`src/rtl/bumpy_pkg.sv`:
```
// Shared definitions for Bumpy: FSM state encoding, tile-edge codes, tile
// types and the fixed-point scale used by the motion datapath.
package bumpy_pkg;

  typedef enum logic [3:0] {
    Sreset             = 4'd0,
    Sidle              = 4'd1,
    Sleft              = 4'd2,
    Sright             = 4'd3,
    Sdown              = 4'd4,
    Sup                = 4'd5,
    Sdie               = 4'd6,
    Sbounce_from_left  = 4'd7,
    Sbounce_from_right = 4'd8,
    Sbounce_from_top   = 4'd9
  } bumpy_state_e;

  // HitEdgeCode bit order is {Left,Top,Right,Bottom}
  typedef enum logic [3:0] {
    BOTTOM = 4'b0001,
    RIGHT  = 4'b0010,
    TOP    = 4'b0100,
    LEFT   = 4'b1000
  } hit_edge_e;

  typedef enum logic [2:0] {
    FREE  = 3'd0,
    REGU  = 3'd1,
    GATE  = 3'd2,
    DEATH = 3'd3,
    WALL  = 3'd4
  } tile_e;

  localparam int FIXED_POINT_MULTIPLIER = 64;

endpackage

```
`src/rtl/bumpy_motion_if.sv`:
```
// Frame-rate control inputs and sprite-position outputs of the Bumpy motion block.
interface bumpy_motion_if;
  logic               startOfFrame;
  logic [3:0]         state;
  logic               bumpy_collision;
  logic [3:0]         HitEdgeCode;
  logic signed [10:0] topLeftX;
  logic signed [10:0] topLeftY;
  logic               die_done;

  modport master (
    output startOfFrame, state, bumpy_collision, HitEdgeCode,
    input  topLeftX, topLeftY, die_done
  );

  modport slave (
    input  startOfFrame, state, bumpy_collision, HitEdgeCode,
    output topLeftX, topLeftY, die_done
  );
endinterface

```
`src/rtl/bumpy_die_timer.sv`:
```
// Counts frames spent in the death state and pulses die_done_o once when
// the freeze period expires; the count saturates so the pulse never repeats.
module bumpy_die_timer #(
  parameter int DIE_FRAMES = 60
) (
  input  logic clk,
  input  logic reset,
  input  logic sof_i,
  input  logic in_die_i,
  output logic die_done_o
);

  localparam int            CW    = $clog2(DIE_FRAMES + 1);
  localparam logic [CW-1:0] LIMIT = CW'(DIE_FRAMES);

  logic [CW-1:0] cnt_q, cnt_d;
  logic          done_q, done_d;

  always_comb begin
    cnt_d  = cnt_q;
    done_d = 1'b0;
    if (sof_i) begin
      if (!in_die_i) begin
        cnt_d = '0;
      end else if (cnt_q < LIMIT) begin
        cnt_d  = cnt_q + CW'(1);
        done_d = (cnt_d == LIMIT);
      end else begin
        cnt_d = cnt_q;
      end
    end else begin
      cnt_d = cnt_q;
    end
  end

  always_ff @(posedge clk or posedge reset) begin
    if (reset) begin
      cnt_q  <= '0;
      done_q <= 1'b0;
    end else begin
      cnt_q  <= cnt_d;
      done_q <= done_d;
    end
  end

  assign die_done_o = done_q;

endmodule

```
`src/rtl/bumpy_motion.sv`:
```
// Per-frame fixed-point integration of Bumpy's velocity and position, driven
// by the FSM state and bottom landings, plus the death-freeze timer.
module bumpy_motion
  import bumpy_pkg::*;
#(
  parameter int INIT_X        = 280,
  parameter int INIT_Y        = 100,
  parameter int X_SPEED       = 64,
  parameter int JUMP_SPEED    = 256,
  parameter int UP_JUMP_SPEED = 384,
  parameter int Y_ACCEL       = 8,
  parameter int MAX_Y_SPEED   = 512,
  parameter int DIE_FRAMES    = 60,
  parameter int OBJ_W         = 32,
  parameter int OBJ_H         = 32,
  parameter int SCREEN_W      = 640,
  parameter int SCREEN_H      = 480
) (
  input  logic          clk,
  input  logic          reset,
  bumpy_motion_if.slave bus
);

  localparam int                 FP       = FIXED_POINT_MULTIPLIER;
  localparam logic signed [17:0] INIT_XFP = 18'(INIT_X * FP);
  localparam logic signed [17:0] INIT_YFP = 18'(INIT_Y * FP);
  localparam logic signed [18:0] X_MAX    = 19'((SCREEN_W - OBJ_W) * FP);
  localparam logic signed [18:0] Y_MAX    = 19'((SCREEN_H - OBJ_H) * FP);
  localparam logic signed [10:0] XS       = 11'(X_SPEED);
  localparam logic signed [10:0] JS       = 11'(JUMP_SPEED);
  localparam logic signed [10:0] HJS      = 11'(JUMP_SPEED / 2);
  localparam logic signed [10:0] UJS      = 11'(UP_JUMP_SPEED);
  localparam logic signed [11:0] YACC     = 12'(Y_ACCEL);
  localparam logic signed [11:0] YSPD_MAX = 12'(MAX_Y_SPEED);

  logic signed [17:0] pos_x_q, pos_x_d, pos_y_q, pos_y_d;
  logic signed [10:0] spd_x_q, spd_x_d, spd_y_q, spd_y_d;
  logic [3:0]         prev_q, prev_d;
  logic               land_q, land_d;

  logic               landing_s, launch_s;
  logic signed [11:0] grav_s;
  logic signed [10:0] nsx_s, nsy_s;
  logic signed [18:0] sum_x_s, sum_y_s;

  assign landing_s = bus.bumpy_collision && (bus.HitEdgeCode == BOTTOM);
  assign launch_s  = (bus.state != prev_q) || land_q || landing_s;
  assign grav_s    = {spd_y_q[10], spd_y_q} + YACC;

  always_comb begin
    pos_x_d = pos_x_q;
    pos_y_d = pos_y_q;
    spd_x_d = spd_x_q;
    spd_y_d = spd_y_q;
    prev_d  = prev_q;
    nsx_s   = spd_x_q;
    nsy_s   = spd_y_q;
    sum_x_s = '0;
    sum_y_s = '0;
    land_d  = bus.startOfFrame ? 1'b0 : (land_q | landing_s);
    if (bus.startOfFrame) begin
      prev_d = bus.state;
      case (bus.state)
        Sreset: begin
          pos_x_d = INIT_XFP;
          pos_y_d = INIT_YFP;
          spd_x_d = '0;
          spd_y_d = '0;
        end
        Sidle, Sleft, Sright, Sdown, Sup,
        Sbounce_from_left, Sbounce_from_right, Sbounce_from_top: begin
          if (launch_s) begin
            case (bus.state)
              Sidle:              begin nsx_s = '0;  nsy_s = -JS;  end
              Sleft:              begin nsx_s = -XS; nsy_s = -JS;  end
              Sright:             begin nsx_s = XS;  nsy_s = -JS;  end
              Sup:                begin nsx_s = '0;  nsy_s = -UJS; end
              Sbounce_from_left:  begin nsx_s = XS;  nsy_s = -HJS; end
              Sbounce_from_right: begin nsx_s = -XS; nsy_s = -HJS; end
              Sbounce_from_top:   begin nsx_s = '0;  nsy_s = HJS;  end
              default:            begin nsx_s = '0;  nsy_s = '0;   end
            endcase
          end else begin
            nsx_s = spd_x_q;
            nsy_s = (grav_s > YSPD_MAX) ? YSPD_MAX[10:0] : grav_s[10:0];
          end
          // Saturate at the screen edges; hitting an edge kills that axis' speed
          sum_x_s = {pos_x_q[17], pos_x_q} + {{8{nsx_s[10]}}, nsx_s};
          sum_y_s = {pos_y_q[17], pos_y_q} + {{8{nsy_s[10]}}, nsy_s};
          if (sum_x_s < 19'sd0) begin
            pos_x_d = '0;
            spd_x_d = '0;
          end else if (sum_x_s > X_MAX) begin
            pos_x_d = X_MAX[17:0];
            spd_x_d = '0;
          end else begin
            pos_x_d = sum_x_s[17:0];
            spd_x_d = nsx_s;
          end
          if (sum_y_s < 19'sd0) begin
            pos_y_d = '0;
            spd_y_d = '0;
          end else if (sum_y_s > Y_MAX) begin
            pos_y_d = Y_MAX[17:0];
            spd_y_d = '0;
          end else begin
            pos_y_d = sum_y_s[17:0];
            spd_y_d = nsy_s;
          end
        end
        default: begin
          spd_x_d = '0;
          spd_y_d = '0;
        end
      endcase
    end else begin
      prev_d = prev_q;
    end
  end

  always_ff @(posedge clk or posedge reset) begin
    if (reset) begin
      pos_x_q <= INIT_XFP;
      pos_y_q <= INIT_YFP;
      spd_x_q <= '0;
      spd_y_q <= '0;
      prev_q  <= Sreset;
      land_q  <= 1'b0;
    end else begin
      pos_x_q <= pos_x_d;
      pos_y_q <= pos_y_d;
      spd_x_q <= spd_x_d;
      spd_y_q <= spd_y_d;
      prev_q  <= prev_d;
      land_q  <= land_d;
    end
  end

  assign bus.topLeftX = pos_x_q[16:6];
  assign bus.topLeftY = pos_y_q[16:6];

  bumpy_die_timer #(
    .DIE_FRAMES(DIE_FRAMES)
  ) u_die_timer (
    .clk        (clk),
    .reset      (reset),
    .sof_i      (bus.startOfFrame),
    .in_die_i   (bus.state == Sdie),
    .die_done_o (bus.die_done)
  );

endmodule

```
`src/flat_wrapper.sv`:
```
// flat-port wrapper written by rule: the top's interface ports become plain ports
module bumpy_motion_flat import bumpy_pkg::*;
#(
  parameter int INIT_X        = 280,
  parameter int INIT_Y        = 100,
  parameter int X_SPEED       = 64,
  parameter int JUMP_SPEED    = 256,
  parameter int UP_JUMP_SPEED = 384,
  parameter int Y_ACCEL       = 8,
  parameter int MAX_Y_SPEED   = 512,
  parameter int DIE_FRAMES    = 60,
  parameter int OBJ_W         = 32,
  parameter int OBJ_H         = 32,
  parameter int SCREEN_W      = 640,
  parameter int SCREEN_H      = 480
)
  (clk, reset, bus_startOfFrame, bus_state, bus_bumpy_collision, bus_HitEdgeCode, bus_topLeftX, bus_topLeftY, bus_die_done);
  bumpy_motion_if bus_i ();
  input  logic clk;
  input  logic reset;
  input wire logic [$bits(bus_i.startOfFrame)-1:0] bus_startOfFrame;
  input wire logic [$bits(bus_i.state)-1:0] bus_state;
  input wire logic [$bits(bus_i.bumpy_collision)-1:0] bus_bumpy_collision;
  input wire logic [$bits(bus_i.HitEdgeCode)-1:0] bus_HitEdgeCode;
  output wire logic [$bits(bus_i.topLeftX)-1:0] bus_topLeftX;
  output wire logic [$bits(bus_i.topLeftY)-1:0] bus_topLeftY;
  output wire logic [$bits(bus_i.die_done)-1:0] bus_die_done;
  assign bus_i.startOfFrame = bus_startOfFrame;
  assign bus_i.state = bus_state;
  assign bus_i.bumpy_collision = bus_bumpy_collision;
  assign bus_i.HitEdgeCode = bus_HitEdgeCode;
  assign bus_topLeftX = bus_i.topLeftX;
  assign bus_topLeftY = bus_i.topLeftY;
  assign bus_die_done = bus_i.die_done;
  bumpy_motion #(.INIT_X(INIT_X), .INIT_Y(INIT_Y), .X_SPEED(X_SPEED), .JUMP_SPEED(JUMP_SPEED), .UP_JUMP_SPEED(UP_JUMP_SPEED), .Y_ACCEL(Y_ACCEL), .MAX_Y_SPEED(MAX_Y_SPEED), .DIE_FRAMES(DIE_FRAMES), .OBJ_W(OBJ_W), .OBJ_H(OBJ_H), .SCREEN_W(SCREEN_W), .SCREEN_H(SCREEN_H)) u_core (.clk(clk), .reset(reset), .bus(bus_i));
endmodule
```
`config.mk`:
```
export PLATFORM = sky130hd
export DESIGN_NAME = bumpy_motion_flat
export DESIGN_NICKNAME = d
export VERILOG_FILES = /design/src/rtl/bumpy_pkg.sv /design/src/rtl/bumpy_motion_if.sv /design/src/rtl/bumpy_die_timer.sv /design/src/rtl/bumpy_motion.sv /design/src/flat_wrapper.sv
export SDC_FILE = /design/constraint.sdc
export NUM_CORES = 1
export LEC_CHECK = 0
export ABC_AREA = 0
export CAP_MARGIN = 30
export CORE_AREA = 2 2 140 142
export CTS_BUF_LIST = sky130_fd_sc_hd__clkbuf_4 sky130_fd_sc_hd__clkbuf_8
export DETAILED_ROUTE_END_ITERATION = 6
export DIE_AREA = 0 0 142 144
export SYNTH_ARGS = -nofsm -noshare
export SYNTH_HDL_FRONTEND = slang
export SYNTH_SLANG_ARGS = --single-unit
```
`constraint.sdc`:
```
create_clock -name clk -period 4.95 [get_ports clk]
set_input_delay 0.7425 -clock clk [delete_from_list [all_inputs] [get_ports clk]]
set_output_delay 0.7425 -clock clk [all_outputs]
set_load 0.01 [all_outputs]
```
==> impl_metrics.toml, run 1 <==
[logic_synthesis]
yosys_warnings = 0
syn_nets = 706
ys_seq_elements = 70
netlist_area_um2 = 5590
synth_cells = 653
async_flop_share = 1.00
synth_cell_types = 75
ys_seq_area_frac = 0.314
syn_area_per_cell_um2 = 8.57
synthFlopType = "dfrtp_1"
synth-edff-count = 0

[clock_network]
path_clk_slew_ns = 0.09
cts_inserted_buffers = 9
cts_tree = "built"
root_buffer = "clkbuf_8"
insertion_delay_ns = 0.35
clock-sinks = 70
clk_path_buf_depth = 2
htreeDepth = 3

[worst_hold_path]
hold_depth = 2
hp-start = "u_core.pos_y_q[5]$_DFFE_PP0P_"
hold_class = "flop to flop"
worstHoldEndpoint = "u_core.pos_y_q[5]$_DFFE_PP0P_"

[finish]
design_area_um2 = 7330
finalNetCount = 839
n_antenna_cell = 0
multi_input_area_um2 = 3600
layout_commonest_cell = "buf_4"
layout_common_cells = "131 x buf_4, 64 x dfrtp_1, 54 x nand2_1"
stdcell_count = 1029
syn2layout_area_growth_pct = 31.0
layout.area.seq_um2 = 1760
drive_gt1_frac = 0.245
fill_cells = 1906

[critical_path]
path_class = "input pin to flop"
path_cells = "clkdlybuf4s50_1, xor2_1, nor4_2, nand2_2, o21bai_1, a21o_1, inv_1, and2_1, ha_1, nor2b_2, o31a_1, buf_4, nor4_2, o21ai_0, nor4_2, a2111oi_2, or4b_1, a21oi_2"
timing.critical_path.mode_cell = "nor4_2"
worst_setup_path_end_kind = "flop"
crit_path_max_fanout = 6
crit_slowest_cell = "or4b_1"
cp.required_ns = 5.24
reg2reg_slack_ns = 0.39
crit_path_max_incr_delay_ns = 0.55
arrival_ns = 5.03
reg2reg_to = "u_core.pos_y_q[8]$_DFFE_PP1P_"
start_kind = "input pin"
r2r_cells = 19
r2r-start = "u_core.spd_y_q[3]$_DFFE_PP0P_"

[timing]
slew-limit-headroom = 0.401
tightest_slew_ns = 0.897
finalSetupViolCount = 0
finalMaxSlewViolations = 0
hold_violations = 0
fmaxAchievable_ghz = 0.211
fin_skew_ns = 0.0102
post-route-period-util = 0.957
layout_min_cycle_time_ns = 4.74
rsz0062_at_grt = "false"

[power]
power_density_nw_per_um2 = 365
p_leak_nw = 3.30
ir_worst_vdd_uv = 219

[die]
rows = 51
core_um2 = 19100
start_util = 0.293
dieArea_um2 = 20400
die_y_um = 144
ios = 35
die_w_um = 142

[route]
vias_per_cell = 5.19
routed-via-count = 5336
ant_nets = 0
wl_um = 15200
wl_per_cell_um = 14.7
first_iter_violations = 284
drc = 0
firstDrtPassIters = 5

[place]
dp_hpwl_um = 11700
gp_congestion = 0.861
io_buffers = 34
dp.cells = 1007
post_dp_cell_area_um2 = 6920

[run_status]
status = "finished, final reports clean"

[global_route]
grt_max_degree = 43
gr-total-overflow = 0
antenna_found_initial = 0
grt_usage = 0.151
grt_pass1_vias = 5079
grt_pass1_wl_um = 25000

[job]
maxCapViolCount = 0
## worst max path at each step
stage | from | to | slack, ns | cells after the start
global route | bus_state[3] | u_core.pos_y_q[8]$_DFFE_PP1P_ | 0.007 | 19
finish | bus_state[3] | u_core.pos_y_q[8]$_DFFE_PP1P_ | 0.21 | 18
global placement | bus_state[2] | u_core.pos_y_q[8]$_DFFE_PP1P_ | -0.40 | 18
floorplan | bus_state[3] | u_core.pos_y_q[8]$_DFFE_PP1P_ | 0.01 | 16
detailed placement | bus_state[2] | u_core.pos_y_q[8]$_DFFE_PP1P_ | -0.39 | 18
CTS | bus_state[2] | u_core.pos_y_q[4]$_DFFE_PP0P_ | 0.02 | 19
## routing by layer
layer	routed length, µm	share of wire	vias to the layer above	GRT usage
li1	-	-	2692	-
met1	7230	0.48	2549	0.203
met2	7280	0.48	75	0.256
met3	401	0.026	20	0.0182
met4	238	0.016	0	0.0432
met5	0	0	-	0
## final cells by class
cell class | instances | share of cell area
multi-input cells | 513 | 0.491
flip-flops and latches | 70 | 0.240
repair buffers | 165 | 0.181
well taps | 238 | 0.0406
clock buffers | 11 | 0.0190
clock inverters | 5 | 0.0145
inverters | 27 | 0.0138
## worst max-delay path, delay by kind of cell
kind	cells	cell delay, ns
buffers and inverters	3	0.70
adder cells (fa/ha/maj)	1	0.26
AND/OR/NAND/NOR	7	1.97
AO/OA/AOI/OAI	6	1.18
XOR/XNOR	1	0.16
## cells by family after synthesis
logic type	after synthesis	synth area share
multiplexers	6	0.0116
AND/OR/NAND/NOR	222	0.204
buffers and inverters	70	0.0624
XOR/XNOR	24	0.0376
flip-flops	70	0.314
adder cells (fa/ha/maj)	41	0.0944
AO/OA/AOI/OAI	220	0.276
## synthesized netlist by cell type, types with 3 or more instances
library cell	count	share of area
a32o_1	8	0.014
buf_4	22	0.030
nor3b_1	4	0.0054
a21boi_0	5	0.0067
o211ai_1	8	0.011
xor2_1	8	0.013
a21oi_1	53	0.047
dfrtp_1	64	0.29
or2_2	3	0.0034
a21o_1	13	0.017
nor2b_1	8	0.0089
a31oi_1	3	0.0034
nand2b_1	4	0.0045
nor3_1	16	0.014
and2_1	19	0.021
a22o_1	16	0.025
and3_1	9	0.010
nor4_1	7	0.0078
o21ai_0	41	0.037
inv_1	27	0.018
mux2_2	4	0.0081
o22ai_1	5	0.0056
a211oi_1	6	0.0081
o21ai_1	4	0.0036
o2111ai_1	4	0.0063
nand3_1	25	0.022
xnor2_1	16	0.025
nand2_1	55	0.037
ha_1	39	0.087
dfstp_2	6	0.028
o31ai_1	5	0.0067
or3_1	5	0.0056
clkbuf_1	17	0.011
nor2_1	43	0.029
buf_2	3	0.0027
o21a_1	13	0.017
nand4_1	6	0.0067
nand3b_1	5	0.0067
## metrics by stage
stage          utilization  total power (W)  setup WS (ns)  setup TNS, ns  hold slack, ns
6_report             0.384          0.00267          0.211              0           0.494
5_1_grt              0.384          0.00285        0.00746              0           0.517
4_1_cts              0.376          0.00264         0.0162              0           0.499
3_5_place_dp         0.363          0.00204         -0.391         -12.62           0.481
3_3_place_gp         0.363          0.00204         -0.396         -12.10           0.472
2_1_floorplan            -          0.00148         0.0111              0           0.454
## what timing repair did
action,4_1_cts,5_1_grt
pin swaps,3,10
hold buffers,0,0
hold endpoints to repair,0,0
buffers inserted,0,6
resized for setup,2,22
setup endpoints to repair,10,51
## registers in the layout (all words and copies together), names as in the netlist
| signal | count |
|---|---|
| u_core.pos_x_q | 18 |
| u_core.pos_y_q | 18 |
| u_core.spd_x_q | 11 |
| u_core.spd_y_q | 11 |
| u_core.u_die_timer.cnt_q | 6 |
| u_core.prev_q | 4 |
| u_core.land_q | 1 |
| u_core.u_die_timer.die_done_o | 1 |
## power by group
| part | switching [W] | internal [W] | leakage, nW |
|---|---|---|---|
| clock | 0.000235 | 0.000348 | 0.121 |
| combinational | 0.000671 | 0.000696 | 2.25 |
| sequential | 0.0000728 | 0.000649 | 0.936 |
(Power assumes the default switching activity.)
==> run 2, diff against run 1 <==
--- a/config.mk
+++ b/config.mk
@@ -7,10 +7,11 @@
 export LEC_CHECK = 0
 export ABC_AREA = 0
 export CAP_MARGIN = 30
-export CORE_AREA = 2 2 140 142
+export CORE_AREA = 2 2 111 113
 export CTS_BUF_LIST = sky130_fd_sc_hd__clkbuf_4 sky130_fd_sc_hd__clkbuf_8
 export DETAILED_ROUTE_END_ITERATION = 6
-export DIE_AREA = 0 0 142 144
+export DIE_AREA = 0 0 113 115
+export PLACE_DENSITY = 0.66
 export SYNTH_ARGS = -nofsm -noshare
 export SYNTH_HDL_FRONTEND = slang
 export SYNTH_SLANG_ARGS = --single-unit
==> run 2 against run 1 <==
Sequential share of layout area grew 0.12 points. Final area fell by 0.44%. Register-to-register slack worse by 0.14 ns. Clock skew is 0.0051 ns higher. Largest power group unchanged. Critical endpoint is now u_core.pos_y_q[4]$_DFFE_PP0P_. Global-route usage up 9.3 points. Critical path depth grew 3. Highest routed layer unchanged. Worst hold slack gained 0.0058 ns. The flow now finishes with violations (DRC).
==> impl_metrics.toml, run 2 (synthesized netlist as in run 1, its figures left out) <==
[global_route]
gr-total-overflow = 0
grt_pass1_wl_um = 25600
grt_max_degree = 43
met1_usage = 0.308
grt_pass1_vias = 5393
top_usage_layer = "met2"
antenna_found_initial = 0
grt_util_met3 = 0.0290
grt_usage = 0.244
use_met2 = 0.430

[route]
routed-via-count = 5545
wl_per_cell_um = 16.4
first_iter_violations = 306
vias_per_cell = 5.81
ant_nets = 0
firstDrtPassIters = 6
drc = 1
wl_um = 15600

[timing]
fmaxAchievable_ghz = 0.209
layout_min_cycle_time_ns = 4.78
finalSetupViolCount = 0
finalMaxSlewViolations = 0
rsz0062_at_grt = "false"
fin_skew_ns = 0.0153
hold_violations = 0
slew-limit-headroom = 0.368
post-route-period-util = 0.965
whs_ns = 0.500
tightest_slew_ns = 0.942

[finish]
n_antenna_cell = 0
layout_commonest_cell = "buf_4"
design_area_um2 = 7290
multi_input_area_um2 = 3590
fill_cells = 1015
layout_common_cells = "145 x buf_4, 63 x dfrtp_1, 54 x nand2_1"
stdcell_count = 954
syn2layout_area_growth_pct = 30.4
finalNetCount = 855
reg_top3 = "u_core.pos_x_q (18), u_core.pos_y_q (18)"
layout.area.seq_um2 = 1760
drive_gt1_frac = 0.259

[die]
rows = 40
dieArea_um2 = 13000
ios = 35
die_y_um = 115
start_util = 0.474
die_w_um = 113
core_um2 = 11800

[power]
power_density_nw_per_um2 = 342
ir_worst_vdd_uv = 290
p_leak_nw = 3.36

[run_status]
violations = "DRC"
status = "finished with violations"

[critical_path]
arrival_ns = 5.04
worst_setup_path_end_kind = "flop"
cp.required_ns = 5.21
crit_path_max_fanout = 5
path_class = "input pin to flop"
start_kind = "input pin"

[clock_network]
clock-sinks = 70
htreeDepth = 3
root_buffer = "clkbuf_8"
clk_path_buf_depth = 2
insertion_delay_ns = 0.38
path_clk_slew_ns = 0.09
cts_tree = "built"
cts_inserted_buffers = 9

[place]
io_buffers = 34
post_dp_cell_area_um2 = 6870
gp_congestion = 0.994
dp_hpwl_um = 11600
dp.cells = 924

[job]
maxCapViolCount = 0

[worst_hold_path]
hold_class = "flop to flop"
run 2: what timing repair did:
item	CTS	global route
pin swaps	2	16
endpoints found under the setup margin	13	51
cloned	0	1
hold buffers	0	0
gates resized for setup	6	22
buffers inserted	3	10
run 2: final timing paths:
check | start | slack (ns) | to | depth (start not counted)
worst max-delay path | bus_state[2] | 0.17 | u_core.pos_y_q[4]$_DFFE_PP0P_ | 21
worst min-delay path | u_core.spd_x_q[6]$_DFFE_PP0P_ | 0.50 | u_core.spd_x_q[6]$_DFFE_PP0P_ | 1
worst max register to register | u_core.spd_y_q[4]$_DFFE_PP0P_ | 0.25 | u_core.pos_y_q[4]$_DFFE_PP0P_ | 23
worst min register to register | u_core.spd_x_q[6]$_DFFE_PP0P_ | 0.50 | u_core.spd_x_q[6]$_DFFE_PP0P_ | 1
max in group asynchronous | reset | 3.10 | u_core.pos_y_q[11]$_DFFE_PP1P_ | 3
min in group asynchronous | reset | 0.88 | u_core.pos_y_q[1]$_DFFE_PP0P_ | 2
run 2: cell type report:
type | instances | share of cell area
Sequential cell | 70 | 0.241
Multi-Input combinational cell | 513 | 0.493
Timing Repair Buffer | 181 | 0.203
Inverter | 27 | 0.0139
Clock buffer | 10 | 0.0180
Tap cell | 147 | 0.0252
Clock inverter | 6 | 0.00549
run 2: per-layer routing:
metal,vias up,part of all wire
li1,2713,-
met1,2682,0.45
met2,121,0.50
met3,29,0.031
met4,0,0.027
met5,-,0
run 2: metrics by stage:
step                      power (W)  worst slack (ns)  utilization  setup TNS [ns]
final                       0.00249             0.172        0.617               0
after global routing        0.00267           0.00638        0.617               0
after CTS                   0.00247            0.0289        0.602               0
after detailed placement    0.00202            -0.658        0.582          -16.99
after global placement      0.00200            -0.569        0.582          -13.91
after floorplan             0.00148            0.0111            -               0
run 2: where the power goes:
group,total [W],internal [W],switching (W)
registers,0.000720,0.000649,0.0000712
clock network,0.000423,0.000185,0.000238
logic,0.00135,0.000681,0.000669
total,0.00249,0.00151,0.000978
run 2: worst max-delay path, stage by stage:
cell	delay (ns)
clkdlybuf4s50_1	0.43
xor2_1	0.18
nor4_2	0.23
nand2_2	0.10
o21bai_4	0.20
a21o_1	0.22
buf_4	0.16
nor2_1	0.20
ha_1	0.30
o211a_1	0.14
o31a_1	0.12
buf_4	0.16
buf_4	0.13
and3_1	0.18
nor4_4	0.31
nor4_2	0.07
buf_4	0.16
a2111oi_4	0.44
nor3_4	0.12
buf_12	0.19
a32o_1	0.24
